<file path="src/rtl/wb_rr_arbiter.sv">
// Round-robin Wishbone arbiter: shares one slave among N_MASTERS masters.
// A grant is held for the whole CYC burst of the winning master. One dead
// cycle separates owners. A watchdog ends stalled strobes with ERR.
module wb_rr_arbiter #(
  parameter int N_MASTERS      = 2,
  parameter int WB_ADDR_WIDTH  = 32,
  parameter int WB_DATA_WIDTH  = 32,
  parameter int TIMEOUT_CYCLES = 256
) (
  input  logic                                     clk,
  input  logic                                     rst,
  input  logic [N_MASTERS-1:0]                     m_CYC,
  input  logic [N_MASTERS-1:0]                     m_STB,
  input  logic [N_MASTERS-1:0]                     m_WE,
  input  logic [N_MASTERS*WB_ADDR_WIDTH-1:0]       m_ADR,
  input  logic [N_MASTERS*WB_DATA_WIDTH-1:0]       m_DAT_W,
  input  logic [N_MASTERS*(WB_DATA_WIDTH/8)-1:0]   m_SEL,
  output logic [N_MASTERS-1:0]                     m_ACK,
  output logic [N_MASTERS-1:0]                     m_ERR,
  output logic [WB_DATA_WIDTH-1:0]                 m_DAT_R,
  output logic                                     s_CYC,
  output logic                                     s_STB,
  output logic                                     s_WE,
  output logic [WB_ADDR_WIDTH-1:0]                 s_ADR,
  output logic [WB_DATA_WIDTH-1:0]                 s_DAT_W,
  output logic [WB_DATA_WIDTH/8-1:0]               s_SEL,
  input  logic                                     s_ACK,
  input  logic                                     s_ERR,
  input  logic [WB_DATA_WIDTH-1:0]                 s_DAT_R,
  output logic [N_MASTERS-1:0]                     gnt
);

  localparam int SW  = WB_DATA_WIDTH / 8;
  localparam int PW  = $clog2(N_MASTERS);
  localparam bit WD_EN = (TIMEOUT_CYCLES > 0);
  localparam int WDW = WD_EN ? $clog2(TIMEOUT_CYCLES + 1) : 1;
  localparam logic [WDW-1:0] WD_LAST  = WD_EN ? WDW'(TIMEOUT_CYCLES - 1) : '0;
  localparam logic [PW-1:0]  LAST_IDX = PW'(N_MASTERS - 1);

  typedef enum logic {IDLE, BUSY} state_t;

  state_t               state_q, state_d;
  logic [N_MASTERS-1:0] gnt_q, gnt_d;
  logic [PW-1:0]        gidx_q, gidx_d;   // index of the current owner
  logic [PW-1:0]        ptr_q, ptr_d;     // highest-priority master for next arbitration
  logic [WDW-1:0]       wd_cnt_q, wd_cnt_d;

  logic          busy;
  logic          raw_stb;
  logic          wd_err;
  logic          stall;
  logic          pick_valid;
  logic [PW-1:0] pick_idx;

  assign busy    = (state_q == BUSY);
  assign raw_stb = busy & m_STB[gidx_q];
  assign wd_err  = WD_EN & raw_stb & (wd_cnt_q == WD_LAST);
  // The watchdog cycle hides the strobe from the slave so a late ACK cannot land.
  assign s_STB   = raw_stb & ~wd_err;
  assign stall   = WD_EN & s_STB & ~s_ACK & ~s_ERR;
  assign m_DAT_R = s_DAT_R;
  assign gnt     = gnt_q;

  // Find the first requesting master starting at ptr and wrapping around.
  always_comb begin
    // NOTE: every variable gets a default before any branch so no latch is inferred.
    pick_valid = 1'b0;
    pick_idx   = '0;
    for (int i = 0; i < N_MASTERS; i++) begin
      if (!pick_valid && m_CYC[PW'((int'(ptr_q) + i) % N_MASTERS)]) begin
        pick_valid = 1'b1;
        pick_idx   = PW'((int'(ptr_q) + i) % N_MASTERS);
      end
    end
  end

  // Route the owner's request to the slave and the slave's response back to the owner.
  always_comb begin
    s_CYC   = 1'b0;
    s_WE    = 1'b0;
    s_ADR   = '0;
    s_DAT_W = '0;
    s_SEL   = '0;
    m_ACK   = '0;
    m_ERR   = '0;
    if (busy) begin
      s_CYC          = m_CYC[gidx_q];
      s_WE           = m_WE[gidx_q];
      s_ADR          = m_ADR[gidx_q*WB_ADDR_WIDTH +: WB_ADDR_WIDTH];
      s_DAT_W        = m_DAT_W[gidx_q*WB_DATA_WIDTH +: WB_DATA_WIDTH];
      s_SEL          = m_SEL[gidx_q*SW +: SW];
      m_ACK[gidx_q]  = s_ACK & s_STB;
      m_ERR[gidx_q]  = (s_ERR & s_STB) | wd_err;
    end
  end

  // Next-state: grant on request in IDLE, release on CYC drop, run the watchdog in BUSY.
  always_comb begin
    state_d  = state_q;
    gnt_d    = gnt_q;
    gidx_d   = gidx_q;
    ptr_d    = ptr_q;
    wd_cnt_d = '0;
    unique case (state_q)
      IDLE: begin
        if (pick_valid) begin
          state_d         = BUSY;
          gidx_d          = pick_idx;
          gnt_d           = '0;
          gnt_d[pick_idx] = 1'b1;
        end
      end
      BUSY: begin
        if (!m_CYC[gidx_q]) begin
          state_d = IDLE;
          gnt_d   = '0;
          ptr_d   = (gidx_q == LAST_IDX) ? '0 : gidx_q + 1'b1;
        end else if (stall) begin
          wd_cnt_d = (wd_cnt_q == '1) ? wd_cnt_q : wd_cnt_q + 1'b1;
        end
      end
    endcase
  end

  // State registers with asynchronous reset.
  always_ff @(posedge clk or posedge rst) begin
    if (rst) begin
      state_q  <= IDLE;
      gnt_q    <= '0;
      gidx_q   <= '0;
      ptr_q    <= '0;
      wd_cnt_q <= '0;
    end else begin
      // NOTE: non-blocking assignments so every register updates from pre-edge values.
      state_q  <= state_d;
      gnt_q    <= gnt_d;
      gidx_q   <= gidx_d;
      ptr_q    <= ptr_d;
      wd_cnt_q <= wd_cnt_d;
    end
  end

endmodule

</file>
<file path="config.mk">
export PLATFORM = sky130hd
export DESIGN_NAME = wb_rr_arbiter
export DESIGN_NICKNAME = d
export VERILOG_FILES = /design/src/rtl/wb_rr_arbiter.sv
export SDC_FILE = /design/constraint.sdc
export NUM_CORES = 1
export LEC_CHECK = 0
export ABC_AREA = 1
export CORE_AREA = 2 2 110 112
export DETAILED_ROUTE_END_ITERATION = 8
export DIE_AREA = 0 0 112 114
export GPL_ROUTABILITY_DRIVEN = 0
export PLACE_DENSITY = 0.56
export SLEW_MARGIN = 20
export SYNTH_ARGS = -nofsm -noshare
export SYNTH_HDL_FRONTEND = slang
export SYNTH_SLANG_ARGS = --single-unit
</file>
<file path="constraint.sdc">
create_clock -name clk -period 3.56 [get_ports clk]
set_input_delay 1.068 -clock clk [delete_from_list [all_inputs] [get_ports clk]]
set_output_delay 1.068 -clock clk [all_outputs]
set_load 0.01 [all_outputs]
</file>
======== After elaboration in Yosys (flattened, before gate mapping) ========
Index checks and enable logic that the tools add are counted.
storage, ports and cells
  flip-flop bits (word level) ............. 14
  bits in latches ......................... 0
  bits in writable memories ............... 0
  memory bits (read-only) ................. 0
  output and inout bits ................... 109
  memories ................................ 0
operators by class
  $add $sub $neg .......................... 3
  multiply operators ...................... 0
  divide/modulo/power cells ............... 0
  order comparisons ....................... 6
  eq/ne operators ......................... 5
  shifts and indexed selects .............. 3
  muxes and demuxes ....................... 36
  bitwise gates (word level) .............. 15
  reductions and logical operators ........ 7
operator list
  kind                                                                    count
  64-bit by 7-bit indexed part select with 32-bit output                  2
  32-bit 2-to-1 mux                                                       2
  9-bit 2-to-1 mux                                                        4
  1-bit 2-to-1 mux                                                        21
  9-bit by 1-bit adder with 9-bit output (second input constant)          1
  9-bit by 8-bit equality test with 1-bit output (second input constant)  1
  9-bit equality test (second input constant)                             1
  2-bit 2-to-1 mux                                                        4
  8-bit by 4-bit indexed part select with 4-bit output                    1
  1-bit bitwise AND                                                       7
  1-bit by 3-bit < comparator with 1-bit output (second input constant)   2
  2-bit AND reduction                                                     3
  1-bit inverter                                                          5
  2-bit bitwise AND                                                       2
  1-bit by 2-bit < comparator with 1-bit output (second input constant)   2
  4-bit 2-to-1 mux                                                        1
  2-bit != test (second input constant)                                   2
  4-bit != test (second input constant)                                   1
  2-bit case mux with 2 select lines                                      1
  1-bit logical AND                                                       3
  1-bit adder (second input constant)                                     2
  1-bit demux with 1-bit select                                           2
  1-bit greater-or-equal comparator (second input constant)               2
  1-bit case mux with 2 select lines                                      1
  2 further kinds                                                         2

======== Logic depth before layout (Yosys ltp) ========
Gate-level depths: netlist (run 1).
  depth after elaboration ................. 13
  gate-level depth with buffers ........... 11

======== Least setup slack after synthesis (run 1) ========
No wires, ideal clock.
  kind .................................... input -> output
  start ................................... input m_STB[0]
  end ..................................... output m_ERR[0]
  data arrival time ....................... 1.482 ns
  required time ........................... 2.492 ns
  path slack .............................. 1.010 ns
  cell stages on the path ................. 4
  path through ............................ nand2_1 > nand2_2 > o21ai_0 > nor2_1
between the ends
  longest elaborated chain between the ends .. 10
RTL lines
  what                                                      line  RTL
  start, declared                                           13    input logic [N_MASTERS-1:0] m_STB,
  1-bit 2-to-1 mux (implied by the code) (*) (2 in series)  56    assign raw_stb = busy & m_STB[gidx_q];
  1-bit bitwise AND (*)                                     56
  1-bit bitwise AND                                         57    assign wd_err = WD_EN & raw_stb & (wd_cnt_q == WD_LAST);
  1-bit inverter                                            59    assign s_STB = raw_stb & ~wd_err;
  1-bit bitwise AND                                         59
  1-bit bitwise AND                                         93    m_ERR[gidx_q] = (s_ERR & s_STB) | wd_err;
  1-bit OR (*)                                              93
  2-bit bitwise AND (no line) (*)                           --
  2-bit 2-to-1 mux (*)                                      86    if (busy) begin
  end, declared                                             19    output logic [N_MASTERS-1:0] m_ERR,
Every way passes the cells marked *; elsewhere a longest branch is shown, timed or not. The select of a mux whose other input is x is not followed.

======== Worst setup path in the final report (run 1) ========
  start ................................... input m_ADR[40]
  end ..................................... output s_ADR[8]
between the ends
  longest elaborated chain between the ends .. 2
RTL lines
  what                                                    line  RTL
  start, declared                                         15    input logic [N_MASTERS*WB_ADDR_WIDTH-1:0] m_ADR,
  64-bit by 7-bit indexed part select with 32-bit output  89    s_ADR = m_ADR[gidx_q*WB_ADDR_WIDTH +: WB_ADDR_WIDTH];
  32-bit 2-to-1 mux                                       86
  end, declared                                           24    output logic [WB_ADDR_WIDTH-1:0] s_ADR,
No other way between the ends.

==> results of run 1 <==
metrics by stage:
step	cell area (sq um)	power, mW	utilization	instances
floorplan	1700	1.00	-	219
global placement	3890	2.06	0.332	551
detailed placement	3890	2.05	0.332	551
CTS	3970	2.28	0.339	554
global route	3970	2.37	0.339	554
finish	3970	2.25	0.339	555
cell type report:
type / instances / area (sq um) / share of cell area
timing repair buffer: 232 / 2320 / 0.585
multi-input combinational: 145 / 988 / 0.249
sequential: 14 / 350 / 0.0882
tap: 147 / 184 / 0.0463
clock buffer: 3 / 75.1 / 0.0189
inverter: 13 / 48.8 / 0.0123
antenna: 1 / 2.50 / 0.000630
worst max-delay path, delay by kind of cell:
family	cells	cell delay, ns
AO/OA/AOI/OAI	1	0.24
buffers and inverters	2	1.05
sequential cells by signal (all words and copies together), names as in the netlist:
signal    count
wd_cnt_q      9
gnt           2
busy          1
gidx_q        1
ptr_q         1
timing repair:
| action | in CTS | in global routing |
|---|---|---|
| gates resized for setup | 2 | 2 |
| endpoints found under the setup margin | 2 | 2 |
| setup buffers | 0 | 0 |
| hold buffers | 0 | 0 |
kinds of logic after synthesis:
family | Yosys count | synth area share
buf+inv | 60 | 0.215
xor+xnor | 3 | 0.0155
mux | 1 | 0.00589
fa+ha+maj | 3 | 0.0221
compound gates | 78 | 0.384
simple gates | 60 | 0.151
flops | 14 | 0.206
worst paths after layout:
path | to | depth (start not counted)
max in group asynchronous | wd_cnt_q[3]$_DFFE_PP0P_ | 2
max reg2reg | wd_cnt_q[3]$_DFFE_PP0P_ | 10
min in group asynchronous | busy$_DFF_PP0_ | 2
min reg2reg | ptr_q$_DFFE_PP0P_ | 2
min | ptr_q$_DFFE_PP0P_ | 2
max | s_ADR[8] | 3
routing by layer:
metal / track usage / up-vias / routed length (um)
li1: - / 1145 / -
met1: 0.178 / 1123 / 4140
met4: 0.0220 / 2 / 37
met3: 0.0739 / 8 / 1270
met2: 0.274 / 126 / 5460
met5: 0 / - / 13
power by group through the flow:
| stage | clock network (mW) | logic [mW] | registers, mW |
|---|---|---|---|
| global placement | 0 | 1.85 | 0.219 |
| global route | 0.215 | 1.94 | 0.219 |
| detailed placement | 0 | 1.84 | 0.218 |
| finish | 0.201 | 1.83 | 0.216 |
| floorplan | 0 | 0.792 | 0.211 |
| CTS | 0.207 | 1.85 | 0.216 |
layout by cell type (no fill, tap or decap), drive strengths merged:
master / netlist / routed
a21oi: 3 / 3
a22o: 69 / 69
buf: 46 / 10
clkbuf: 1 / 3
clkdlybuf4s50: 0 / 218
dfrtp: 14 / 14
diode: 0 / 1
dlygate4sd2: 0 / 2
dlymetal6s2s: 0 / 2
ha: 3 / 3
inv: 13 / 13
mux2i: 1 / 1
nand2: 27 / 27
nand3: 4 / 4
nand3b: 2 / 2
nand4: 1 / 1
nor2: 23 / 23
nor3: 1 / 1
nor4: 1 / 1
o21ai: 6 / 6
or2: 1 / 1
xnor2: 1 / 1
xor2: 2 / 2
==> reports/qor.json, run 1 <==
{
  "outcome": {"value": "finished clean"},
  "worst_path_most_repeated_cell": {"value": "clkdlybuf4s50_1"},
  "postSynth.asyncResetShare": {"value": 1.00},
  "layout_cell_share_with_drive_strength_beyond_1": {"value": 0.0467},
  "switching_power": {"value": 0.878, "unit": "mW"},
  "worst_ep_required_time": {"value": 2.49, "unit": "ns"},
  "critPathKind": {"value": "input port to output port"},
  "wl_per_cell": {"value": 19.7, "unit": "um"},
  "critical_path_arrival": {"value": 2.36, "unit": "ns"},
  "cts.reportedPaths.clkPinSlew": {"value": 0.04, "unit": "ns"},
  "global_routing_usage_summed_across_all_routing_layers": {"value": 0.156},
  "timing.critical_path.to_type": {"value": "output port"},
  "pin_count_of_the_biggest_net_entering_global_routing": {"value": 40},
  "critPathMaxFanout": {"value": 1},
  "antenna_left": {"value": 0},
  "worst_skew_pair.late_latency": {"value": 0.24, "unit": "ns"},
  "ir_worst_vdd": {"value": 0.000307, "unit": "V"},
  "finalSetupViolations": {"value": 0},
  "floorplan.core_area": {"value": 0.0117, "unit": "sq mm"},
  "clockRootBuffer": {"value": "clkbuf_16"},
  "synth_flop_cell": {"value": "dfrtp_1"},
  "rsz0062_at_grt": {"value": "no"},
  "synth_warnings": {"value": 0},
  "transition_time_at_the_pin_with_the_least_slew_margin": {"value": 0.540, "unit": "ns"},
  "routed-via-count": {"value": 2404},
  "num-nets-final": {"value": 590},
  "floorplan.die.width": {"value": 112, "unit": "um"},
  "count_of_clock_tree_sinks": {"value": 14},
  "placement.setup.worst_slack": {"value": -0.0101, "unit": "ns"},
  "hold_start": {"value": "ptr_q$_DFFE_PP0P_"},
  "worst_setup_path_startpoint": {"value": "m_ADR[40]"},
  "io_pins": {"value": 287},
  "ys_top_cells_by_area": {"value": "a22o_1 36%, dfrtp_1 21%, buf_4 15%, nand2_1 5.7%, nor2_1 4.9%"},
  "fillers": {"value": 1229},
  "ctsHtreeMaxLevel": {"value": 1},
  "grt-ovfl-total": {"value": 0},
  "post-dp-hpwl": {"value": 9330, "unit": "um"},
  "route.detailed.drc": {"value": 0},
  "floorplan_row_count": {"value": 40},
  "maxCapViolations": {"value": 0},
  "switching_share": {"value": 0.391},
  "antenna_violations_before_repair": {"value": 2},
  "floorplan.die_area": {"value": 0.0128, "unit": "sq mm"},
  "synth.net_count": {"value": 400},
  "netlist_top_cells_count": {"value": "69 x a22o_1, 33 x buf_4, 26 x nand2_1"},
  "maxSlewHeadroom": {"value": 0.640},
  "netlist_area_before_placement": {"value": 0.00170, "unit": "sq mm"},
  "start_util": {"value": 0.145},
  "drt_iter0_markers": {"value": 82},
  "regToRegSetupSlack": {"value": 1.53, "unit": "ns"},
  "final-max-slew-violation-count": {"value": 0},
  "critical_path.slowest_cell": {"value": "clkdlybuf4s50_1"},
  "final.setup.tns": {"value": 0, "unit": "ns"},
  "tritoncts.num_buffers": {"value": 3},
  "syn-instance-count": {"value": 219},
  "tritoncts": {"value": "done"},
  "synthesis.area_per_instance": {"value": 7.76, "unit": "sq um"},
  "clk_path_buf_depth": {"value": 2},
  "layout_setup_ws": {"value": 0.135, "unit": "ns"},
  "die_h": {"value": 114, "unit": "um"},
  "intPower": {"value": 1.37, "unit": "mW"},
  "achievable-frequency": {"value": 292, "unit": "MHz"},
  "timing.critical_path.cells": {"value": "clkdlybuf4s50_1 > a22o_1 > clkdlybuf4s50_1"},
  "route.detailed.vias_per_inst": {"value": 4.33},
  "seqPwrFrac": {"value": 0.096},
  "regToRegStartpoint": {"value": "wd_cnt_q[0]$_DFFE_PP0P_"},
  "worstHoldPathType": {"value": "flip-flop to flip-flop"},
  "synth-edff-count": {"value": 0},
  "netlist.top_cell.by_area": {"value": "a22o_1"},
  "drt_pass1_iterations": {"value": 4},
  "layout-area-overhead-vs-synth": {"value": 134, "unit": "%"},
  "netlist-cell-type-count": {"value": 25},
  "share_clk_of_total_power": {"value": 0.090},
  "final_hold_viol_count": {"value": 0},
  "most_common_cell_in_the_synthesized_netlist": {"value": "a22o_1"},
  "clock_skew": {"value": 0.00241, "unit": "ns"},
  "grt_pass1_wl": {"value": 15200, "unit": "um"},
  "critPathMaxStageDelay": {"value": 0.58, "unit": "ns"},
  "worst_setup_path_start_kind": {"value": "input port"},
  "combinationalPowerShare": {"value": 0.814},
  "seq_area_frac_synth": {"value": 0.206},
  "static-leakage-power": {"value": 1.63, "unit": "nW"},
  "port-buffer-count": {"value": 222},
  "synth_seq_cells": {"value": 14},
  "synth_top_area_share": {"value": 0.356},
  "power-per-cell-area": {"value": 565, "unit": "mW/mm^2"},
  "number_of_global_route_vias_before_repair": {"value": 2458},
  "holdWs": {"value": 0.509, "unit": "ns"},
  "drt_wl_total": {"value": 10900, "unit": "um"},
  "final_period_minus_worst_setup_slack": {"value": 3.43, "unit": "ns"},
  "min_period_over_period": {"value": 0.962}
}
Power figures use the tool's default switching activity.
==> run 2: changes to the inputs <==
--- a/config.mk
+++ b/config.mk
@@ -7,8 +7,7 @@
 export LEC_CHECK = 0
-export ABC_AREA = 1
-export CORE_AREA = 2 2 110 112
+export CORE_AREA = 2 2 112 114
 export DETAILED_ROUTE_END_ITERATION = 8
-export DIE_AREA = 0 0 112 114
-export GPL_ROUTABILITY_DRIVEN = 0
-export PLACE_DENSITY = 0.56
+export DIE_AREA = 0 0 114 116
+export GPL_ROUTABILITY_DRIVEN = 1
+export PLACE_DENSITY = 0.58
 export SLEW_MARGIN = 20
==> constraint.sdc (replaced) <==
create_clock -name clk -period 3.56 [get_ports clk]
set_input_delay 0.712 -clock clk [delete_from_list [all_inputs] [get_ports clk]]
set_output_delay 0.712 -clock clk [all_outputs]
set_load 0.01 [all_outputs]
==> run 2 against run 1 <==
Effect of this change: routed wire length fell by 11%; clock skew shrank 0.00051 ns; largest cell class unchanged; non-clock buffer count is 6 lower; via count is 2.5% higher; sequential share of layout area fell by 0.61 points; global-route usage fell by 2.1 points.
==> reports/qor.json, run 2 <==
{
  "min_period_over_period": {"value": 0.848, "change": "was 0.962"},
  "ctsHtreeMaxLevel": {"value": 1, "change": "unchanged"},
  "worst_ep_required_time": {"value": 2.85, "unit": "ns", "change": "was 2.49 ns"},
  "switching_power": {"value": 0.982, "unit": "mW", "change": "was 0.878 mW"},
  "drt_iter0_markers": {"value": 35, "change": "was 82"},
  "start_util": {"value": 0.176, "change": "was 0.145"},
  "achievable-frequency": {"value": 331, "unit": "MHz", "change": "was 292 MHz"},
  "fillers": {"value": 1213, "change": "was 1229"},
  "die_h": {"value": 116, "unit": "um", "change": "was 114 um"},
  "mostFrequentLayoutCell": {"value": "clkdlybuf4s50_1", "change": "unchanged"},
  "tritoncts": {"value": "done", "change": "unchanged"},
  "worst_setup_path_startpoint": {"value": "gidx_q$_DFFE_PP0P_", "change": "was m_ADR[40]"},
  "clockRootBuffer": {"value": "clkbuf_16", "change": "unchanged"},
  "wl_per_cell": {"value": 16.2, "unit": "um", "change": "was 19.7 um"},
  "netlist-cell-type-count": {"value": 36, "change": "was 25"},
  "worst_skew_pair.late_latency": {"value": 0.25, "unit": "ns", "change": "was 0.24 ns"},
  "io_pins": {"value": 287, "change": "unchanged"},
  "num-nets-final": {"value": 633, "change": "was 590"},
  "post_cts_hold_buffer_count": {"value": 0, "change": "unchanged"},
  "power-per-cell-area": {"value": 551, "unit": "mW/mm^2", "change": "was 565 mW/mm^2"},
  "grt-ovfl-total": {"value": 0, "change": "unchanged"},
  "critical_path.n_buffers_inverters": {"value": 2, "change": "unchanged"},
  "final_hold_viol_count": {"value": 0, "change": "unchanged"},
  "synthesis.area_per_instance": {"value": 7.71, "unit": "sq um", "change": "was 7.76 sq um"},
  "worstHoldPathType": {"value": "flip-flop to flip-flop", "change": "unchanged"},
  "seqPwrFrac": {"value": 0.123, "change": "was 0.096"},
  "synth_seq_cells": {"value": 14, "change": "unchanged"},
  "maxCapViolations": {"value": 0, "change": "unchanged"},
  "netlist_top_cells_count": {"value": "75 x nor2_1, 70 x mux2i_1, 35 x buf_4", "change": "was 69 x a22o_1, 33 x buf_4, 26 x nand2_1"},
  "place.gp.congestion": {"value": 0.804},
  "main_combinational_cell_family_by_area_after_synthesis": {"value": "multiplexers", "change": "was compound AO/OA/AOI/OAI gates"},
  "synth-edff-count": {"value": 0, "change": "unchanged"},
  "clock_skew": {"value": 0.00190, "unit": "ns", "change": "was 0.00241 ns"},
  "ys_top_cells_by_area": {"value": "mux2i_1 33%, dfrtp_1 17%, nor2_1 13%, buf_4 13%, ha_1 1.8%", "change": "was a22o_1 36%, dfrtp_1 21%, buf_4 15%, nand2_1 5.7%, nor2_1 4.9%"},
  "layout_common_cells": {"value": "222 x clkdlybuf4s50_1, 75 x nor2_1, 70 x mux2i_1, 13 x dfrtp_1", "change": "was 218 x clkdlybuf4s50_1, 69 x a22o_1, 26 x nand2_1, 22 x nor2_1, 14 x dfrtp_1"},
  "cts_setup_buffers": {"value": 0, "change": "unchanged"},
  "switching_share": {"value": 0.413, "change": "was 0.391"},
  "area.sequential": {"value": 354, "unit": "sq um", "change": "was 350 sq um"},
  "critPathMaxStageDelay": {"value": 0.76, "unit": "ns", "change": "was 0.58 ns"},
  "number_of_flip_flops_in_the_largest_register": {"value": 9, "change": "unchanged"},
  "route.detailed.vias_per_inst": {"value": 4.12, "change": "was 4.33"},
  "final.setup.tns": {"value": 0, "unit": "ns", "change": "unchanged"},
  "syn-instance-count": {"value": 272, "change": "was 219"},
  "synth_flop_cell": {"value": "dfrtp_1", "change": "unchanged"},
  "drt_wl_total": {"value": 9690, "unit": "um", "change": "was 10900 um"},
  "seq_area_frac_synth": {"value": 0.167, "change": "was 0.206"},
  "antenna_left": {"value": 0, "change": "unchanged"},
  "synth_top_area_share": {"value": 0.334, "change": "was 0.356"},
  "count_of_clock_tree_sinks": {"value": 14, "change": "unchanged"},
  "postSynth.asyncResetShare": {"value": 1.00, "change": "unchanged"},
  "worst_setup_path_start_kind": {"value": "flip-flop", "change": "was input port"},
  "netlist.top_cell.by_area": {"value": "mux2i_1", "change": "was a22o_1"},
  "power.total": {"value": 2.37, "unit": "mW", "change": "was 2.25 mW"},
  "pin_count_of_the_biggest_net_entering_global_routing": {"value": 47, "change": "was 40"},
  "port-buffer-count": {"value": 222, "change": "unchanged"},
  "drt_pass1_iterations": {"value": 4, "change": "unchanged"},
  "static-leakage-power": {"value": 1.84, "unit": "nW", "change": "was 1.63 nW"},
  "hold_start": {"value": "gnt[1]$_DFFE_PP0P_", "change": "was ptr_q$_DFFE_PP0P_"},
  "share_clk_of_total_power": {"value": 0.101, "change": "was 0.090"},
  "tritoncts.num_buffers": {"value": 3, "change": "unchanged"},
  "floorplan_row_count": {"value": 40, "change": "unchanged"},
  "regMostFlops": {"value": "wd_cnt_q", "change": "unchanged"},
  "layout-area-overhead-vs-synth": {"value": 106, "unit": "%", "change": "was 134%"},
  "number_of_global_route_vias_before_repair": {"value": 2410, "change": "was 2458"},
  "critical_path_arrival": {"value": 2.31, "unit": "ns", "change": "was 2.36 ns"},
  "maxSlewHeadroom": {"value": 0.464, "change": "was 0.640"},
  "critPathKind": {"value": "flip-flop to output port", "change": "was input port to output port"},
  "timing.critical_path.cells": {"value": "buf_12 > mux2i_1 > nor2_1 > clkdlybuf4s50_1", "change": "was clkdlybuf4s50_1 > a22o_1 > clkdlybuf4s50_1"},
  "holdWs": {"value": 0.540, "unit": "ns", "change": "was 0.509 ns"},
  "cts_resized": {"value": 0, "change": "was 2"},
  "multi_input_area": {"value": 0.00138, "unit": "sq mm", "change": "was 988 sq um"},
  "floorplan.core_area": {"value": 0.0119, "unit": "sq mm", "change": "was 0.0117 sq mm"},
  "critical_path.slowest_cell": {"value": "dfrtp_4", "change": "was clkdlybuf4s50_1"},
  "combinationalPowerShare": {"value": 0.777, "change": "was 0.814"},
  "timing.critical_path.to_type": {"value": "output port", "change": "unchanged"},
  "synth.mux.area_fraction": {"value": 0.347, "change": "was 0.00589"},
  "post-dp-hpwl": {"value": 8370, "unit": "um", "change": "was 9330 um"},
  "most_common_cell_in_the_synthesized_netlist": {"value": "nor2_1", "change": "was a22o_1"},
  "final-max-slew-violation-count": {"value": 0, "change": "unchanged"},
  "transition_time_at_the_pin_with_the_least_slew_margin": {"value": 0.804, "unit": "ns", "change": "was 0.540 ns"},
  "route.detailed.drc": {"value": 0, "change": "unchanged"},
  "synth.net_count": {"value": 453, "change": "was 400"},
  "ir_worst_vdd": {"value": 0.000211, "unit": "V", "change": "was 0.000307 V"},
  "outcome": {"value": "finished clean", "change": "unchanged"},
  "synth_warnings": {"value": 0, "change": "unchanged"},
  "netlist_area_before_placement": {"value": 0.00210, "unit": "sq mm", "change": "was 0.00170 sq mm"},
  "layout_cell_share_with_drive_strength_beyond_1": {"value": 0.0443, "change": "was 0.0467"},
  "intPower": {"value": 1.39, "unit": "mW", "change": "was 1.37 mW"},
  "floorplan.die_area": {"value": 0.0132, "unit": "sq mm", "change": "was 0.0128 sq mm"},
  "rsz0062_at_grt": {"value": "no", "change": "unchanged"},
  "critPathMaxFanout": {"value": 35, "change": "was 1"},
  "compound_cell_area_share_of_the_yosys_netlist": {"value": 0.0471, "change": "was 0.384"},
  "global_routing_usage_summed_across_all_routing_layers": {"value": 0.135, "change": "was 0.156"},
  "cts.reportedPaths.clkPinSlew": {"value": 0.05, "unit": "ns", "change": "was 0.04 ns"},
  "final_period_minus_worst_setup_slack": {"value": 3.02, "unit": "ns", "change": "was 3.43 ns"},
  "critical_path.top_delay_family": {"value": "buffers and inverters", "change": "unchanged"},
  "regToRegStartpoint": {"value": "wd_cnt_q[0]$_DFFE_PP0P_", "change": "unchanged"},
  "routed-via-count": {"value": 2465, "change": "was 2404"},
  "finalSetupViolations": {"value": 0, "change": "unchanged"},
  "synth_adder_area_share": {"value": 0.0179, "change": "was 0.0221"},
  "synth_simple_gate_area_frac": {"value": 0.231, "change": "was 0.151"},
  "clk_path_buf_depth": {"value": 2, "change": "unchanged"},
  "antenna_cells": {"value": 0, "change": "was 1"},
  "antenna_violations_before_repair": {"value": 0, "change": "was 2"},
  "grt_pass1_wl": {"value": 13800, "unit": "um", "change": "was 15200 um"},
  "floorplan.die.width": {"value": 114, "unit": "um", "change": "was 112 um"},
  "post_synth_xor_area_fraction": {"value": 0.0167, "change": "was 0.0155"}
}
## run 2: routing by layer
layer	vias up	GRT usage	share of wire	wire, um
li1	1244	-	-	-
met1	1089	0.158	0.40	3840
met2	125	0.255	0.53	5130
met3	7	0.0309	0.065	627
met4	0	0.0220	0.0091	88
met5	-	0	0	0
## run 2: worst paths after layout
check | end | slack (ns) | cells after the start
setup / recovery | s_DAT_W[4] | 0.54 | 4
hold / removal | gnt[1]$_DFFE_PP0P_ | 0.54 | 2
setup reg to reg | wd_cnt_q[7]$_DFFE_PP0P_ | 1.47 | 7
hold reg to reg | gnt[1]$_DFFE_PP0P_ | 0.54 | 2
max in group asynchronous | gidx_q$_DFFE_PP0P_ | 2.34 | 2
min in group asynchronous | wd_cnt_q[4]$_DFFE_PP0P_ | 0.81 | 2
## run 2: worst min-delay path: stages, from the launching register on
cell and delay, ns:
dfrtp_1 0.38, nand2_1 0.06, a21oi_1 0.06
## run 2: kinds of logic after synthesis
kind of cell / count (synthesis)
adder cells (fa/ha/maj): 3
buffers and inverters: 58
XOR/XNOR: 4
multiplexers: 72
AO/OA/AOI/OAI: 15
flip-flops: 14
AND/OR/NAND/NOR: 106
## run 2: cell type report
cell class                      count  share of cell area
Inverter                            7             0.00609
Clock buffer                        4              0.0206
Sequential cell                    14              0.0821
Timing Repair Buffer              226               0.528
Tap cell                          147              0.0426
Multi-Input combinational cell    200               0.321
## run 2: metrics by stage
| step | utilization | worst slack (ns) | instances | instance area [sq um] |
|---|---|---|---|---|
| after floorplan | - | 1.42 | 272 | 2100 |
| after global placement | 0.355 | 0.678 | 594 | 4220 |
| after detailed placement | 0.355 | 0.663 | 594 | 4220 |
| after CTS | 0.362 | 0.472 | 598 | 4310 |
| after global routing | 0.362 | 0.346 | 598 | 4310 |
| final | 0.362 | 0.542 | 598 | 4310 |
## run 2: power groups by stage
stage | clock (mW) | sequential [mW] | combinational (mW)
2_1_floorplan | 0 | 0.211 | 0.999
3_3_place_gp | 0 | 0.294 | 1.86
3_5_place_dp | 0 | 0.296 | 1.87
4_1_cts | 0.243 | 0.296 | 1.88
5_1_grt | 0.254 | 0.305 | 1.97
6_report | 0.239 | 0.292 | 1.84
==> run 3: changes to the inputs <==
- CORE_AREA: 2 2 112 114 -> 2 2 111 113
- DIE_AREA: 0 0 114 116 -> 0 0 113 115
- PLACE_DENSITY: 0.58 -> 0.61
- clock period: 3.56 -> 2.5 ns (I/O delays scaled with it)
==> run 3 against run 2 <==
Effect of this change: the run now ends with DRC left; worst setup slack lost 0.45 ns; highest routed layer unchanged; total power grew 42%; non-clock buffer count is 8 higher; largest power group unchanged; combinational power rose by 47%; via count increased by 2.9%; sequential cell count unchanged; critical path type is now input port to output port; global-route usage down 0.19 points; routed wire length is 5.0% lower; clock power rose by 27%; count of clock-buffer cells in the layout is the same; register-to-register slack worse by 0.92 ns.
==> reports/qor.json, run 3 (same netlist as run 2, synthesis figures left out) <==
{
  "mostFrequentLayoutCell": {"value": "clkdlybuf4s50_1", "change": "unchanged"},
  "outcome": {"value": "finished with violations", "change": "was finished clean"},
  "final.setup.tns": {"value": 0, "unit": "ns", "change": "unchanged"},
  "drt_wl_total": {"value": 9210, "unit": "um", "change": "was 9690 um"},
  "tritoncts": {"value": "done", "change": "unchanged"},
  "floorplan_row_count": {"value": 40, "change": "unchanged"},
  "rsz0062_at_grt": {"value": "no", "change": "unchanged"},
  "timing.critical_path.cells": {"value": "clkdlybuf4s50_1 > mux2_4 > and2_1 > clkdlybuf4s50_1", "change": "was buf_12 > mux2i_1 > nor2_1 > clkdlybuf4s50_1"},
  "worst_setup_path_start_kind": {"value": "input port", "change": "was flip-flop"},
  "holdWs": {"value": 0.532, "unit": "ns", "change": "was 0.540 ns"},
  "static-leakage-power": {"value": 1.91, "unit": "nW", "change": "was 1.84 nW"},
  "die_h": {"value": 115, "unit": "um", "change": "was 116 um"},
  "layout_cell_share_with_drive_strength_beyond_1": {"value": 0.0632, "change": "was 0.0443"},
  "r2r_end": {"value": "wd_cnt_q[7]$_DFFE_PP0P_", "change": "unchanged"},
  "worst_skew_pair.late_latency": {"value": 0.24, "unit": "ns", "change": "was 0.25 ns"},
  "achievable-frequency": {"value": 415, "unit": "MHz"},
  "critical_path.slowest_cell": {"value": "clkdlybuf4s50_1", "change": "was dfrtp_4"},
  "layout_common_cells": {"value": "217 x clkdlybuf4s50_1, 75 x nor2_1, 68 x mux2i_1, 13 x dfrtp_1, 9 x buf_4", "change": "was 222 x clkdlybuf4s50_1, 75 x nor2_1, 70 x mux2i_1, 13 x dfrtp_1"},
  "worst_path_most_repeated_cell": {"value": "clkdlybuf4s50_1"},
  "routed-via-count": {"value": 2536, "change": "was 2465"},
  "ctsHtreeMaxLevel": {"value": 1, "change": "unchanged"},
  "finalSetupViolations": {"value": 0, "change": "unchanged"},
  "clock_skew": {"value": 0.00167, "unit": "ns", "change": "was 0.00190 ns"},
  "tritoncts.num_buffers": {"value": 3, "change": "unchanged"},
  "timing.critical_path.to_type": {"value": "output port", "change": "unchanged"},
  "reg2reg_depth": {"value": 7, "change": "unchanged"},
  "failed_checks": {"value": "DRC"},
  "critical_path_arrival": {"value": 1.91, "unit": "ns", "change": "was 2.31 ns"},
  "worst_ep_required_time": {"value": 2.00, "unit": "ns", "change": "was 2.85 ns"},
  "num-nets-final": {"value": 641, "change": "was 633"},
  "critPathMaxStageDelay": {"value": 0.52, "unit": "ns", "change": "was 0.76 ns"},
  "post-dp-hpwl": {"value": 8090, "unit": "um", "change": "was 8370 um"},
  "cts_setup_buffers": {"value": 0, "change": "unchanged"},
  "number_of_global_route_vias_before_repair": {"value": 2605, "change": "was 2410"},
  "critical_path.n_buffers_inverters": {"value": 2, "change": "unchanged"},
  "final-max-slew-violation-count": {"value": 0, "change": "unchanged"},
  "maxCapViolations": {"value": 0, "change": "unchanged"},
  "min_period_over_period": {"value": 0.964},
  "floorplan.core_area": {"value": 0.0118, "unit": "sq mm", "change": "was 0.0119 sq mm"},
  "worst_setup_path_startpoint": {"value": "m_CYC[1]", "change": "was gidx_q$_DFFE_PP0P_"},
  "clk_path_buf_depth": {"value": 2, "change": "unchanged"},
  "count_of_clock_tree_sinks": {"value": 14, "change": "unchanged"},
  "grt-ovfl-total": {"value": 0, "change": "unchanged"},
  "start_util": {"value": 0.178, "change": "was 0.176"},
  "route.detailed.drc": {"value": 3, "change": "was 0"},
  "wl_per_cell": {"value": 15.2, "unit": "um", "change": "was 16.2 um"},
  "antenna_violations_before_repair": {"value": 0, "change": "unchanged"},
  "placement.setup.worst_slack": {"value": 0.0542, "unit": "ns", "change": "was 0.663 ns"},
  "power-per-cell-area": {"value": 771, "unit": "mW/mm^2", "change": "was 551 mW/mm^2"},
  "grt_pass1_wl": {"value": 13700, "unit": "um", "change": "was 13800 um"},
  "global_routing_usage_summed_across_all_routing_layers": {"value": 0.133, "change": "was 0.135"},
  "critical_path.endpoint": {"value": "s_CYC", "change": "was s_DAT_W[4]"},
  "final_hold_viol_count": {"value": 0, "change": "unchanged"},
  "clockRootBuffer": {"value": "clkbuf_16", "change": "unchanged"},
  "ir_worst_vdd": {"value": 0.000381, "unit": "V", "change": "was 0.000211 V"},
  "cts.reportedPaths.clkPinSlew": {"value": 0.04, "unit": "ns", "change": "was 0.05 ns"},
  "drt_pass1_iterations": {"value": 6, "change": "was 4"},
  "crit_cells": {"value": 4, "change": "unchanged"},
  "drt_iter0_markers": {"value": 84, "change": "was 35"},
  "regMostFlops": {"value": "wd_cnt_q", "change": "unchanged"},
  "critical_path.top_delay_family": {"value": "buffers and inverters", "change": "unchanged"},
  "power.total": {"value": 3.38, "unit": "mW", "change": "was 2.37 mW"},
  "regToRegSetupSlack": {"value": 0.55, "unit": "ns", "change": "was 1.47 ns"},
  "transition_time_at_the_pin_with_the_least_slew_margin": {"value": 0.551, "unit": "ns", "change": "was 0.804 ns"},
  "critPathKind": {"value": "input port to output port", "change": "was flip-flop to output port"},
  "pin_count_of_the_biggest_net_entering_global_routing": {"value": 44, "change": "was 47"},
  "floorplan.die_area": {"value": 0.0130, "unit": "sq mm", "change": "was 0.0132 sq mm"},
  "floorplan.die.width": {"value": 113, "unit": "um", "change": "was 114 um"},
  "number_of_flip_flops_in_the_largest_register": {"value": 9, "change": "unchanged"},
  "layout_setup_ws": {"value": 0.0897, "unit": "ns", "change": "was 0.542 ns"},
  "route.detailed.vias_per_inst": {"value": 4.18, "change": "was 4.12"},
  "worstHoldPathType": {"value": "flip-flop to flip-flop", "change": "unchanged"},
  "final_period_minus_worst_setup_slack": {"value": 2.41, "unit": "ns"},
  "critPathMaxFanout": {"value": 3, "change": "was 35"},
  "antenna_cells": {"value": 0, "change": "unchanged"},
  "regToRegStartpoint": {"value": "wd_cnt_q[0]$_DFFE_PP0P_", "change": "unchanged"},
  "port-buffer-count": {"value": 222, "change": "unchanged"},
  "antenna_left": {"value": 0, "change": "unchanged"},
  "layout-area-overhead-vs-synth": {"value": 109, "unit": "%", "change": "was 106%"},
  "maxSlewHeadroom": {"value": 0.632, "change": "was 0.464"},
  "place.gp.congestion": {"value": 0.781, "change": "was 0.804"},
  "io_pins": {"value": 287, "change": "unchanged"}
}
-- run 3: worst min-delay path by stage --
stage	from	to	slack, ns	cells past startpoint
after floorplan	rst	busy$_DFF_PP0_	0.39	1
after global placement	ptr_q$_DFFE_PP0P_	gnt[0]$_DFFE_PP0P_	0.51	1
after detailed placement	gnt[1]$_DFFE_PP0P_	gnt[1]$_DFFE_PP0P_	0.52	2
after CTS	gnt[1]$_DFFE_PP0P_	gnt[1]$_DFFE_PP0P_	0.53	2
after global routing	gnt[1]$_DFFE_PP0P_	gnt[1]$_DFFE_PP0P_	0.57	2
final	gnt[1]$_DFFE_PP0P_	gnt[1]$_DFFE_PP0P_	0.53	2
-- run 3: report_power, final --
| group | switching, mW | total, mW | internal [mW] | leakage [nW] |
|---|---|---|---|---|
| combinational | 1.20 | 2.71 | 1.51 | 1.69 |
| sequential | 0.0884 | 0.359 | 0.271 | 0.184 |
| clock | 0.0876 | 0.303 | 0.215 | 0.0382 |
| total | 1.38 | 3.38 | 2.00 | 1.91 |
-- run 3: cell type report --
type,instances,area [sq um]
timing repair buffer,234,2350
sequential,14,354
tap,147,184
inverter,7,26.3
multi-input combinational,200,1390
clock buffer,4,78.8
fill,1237,7430
-- run 3: per-layer routing --
metal / global-route usage / share of wire
met3: 0.0343 / 0.070
met4: 0.0179 / 0.010
met2: 0.263 / 0.56
met1: 0.146 / 0.36
met5: 0 / 0
-- run 3: worst reg2reg max path, cell delays in order (launching register included) --
cell and delay, ns:
dfrtp_1 0.37, ha_1 0.21, nand3_1 0.08, nor2_1 0.06
ha_1 0.31, nand4b_4 0.25, or3_1 0.36, a211oi_1 0.23
-- run 3: repair_timing --
| item | CTS | global route |
|---|---|---|
| gates resized for setup | 4 | 5 |
| hold buffers | 0 | 0 |
| endpoints found under the setup margin | 4 | 22 |
| pin swaps | 0 | 0 |
-- run 3: stage by stage --
| step | instance area, sq um | util | cells |
|---|---|---|---|
| 2_1_floorplan | 2100 | - | 272 |
| 5_1_grt | 4380 | 0.371 | 606 |
| 3_5_place_dp | 4280 | 0.363 | 602 |
| 6_report | 4380 | 0.371 | 606 |
| 3_3_place_gp | 4280 | 0.363 | 602 |
| 4_1_cts | 4360 | 0.369 | 606 |
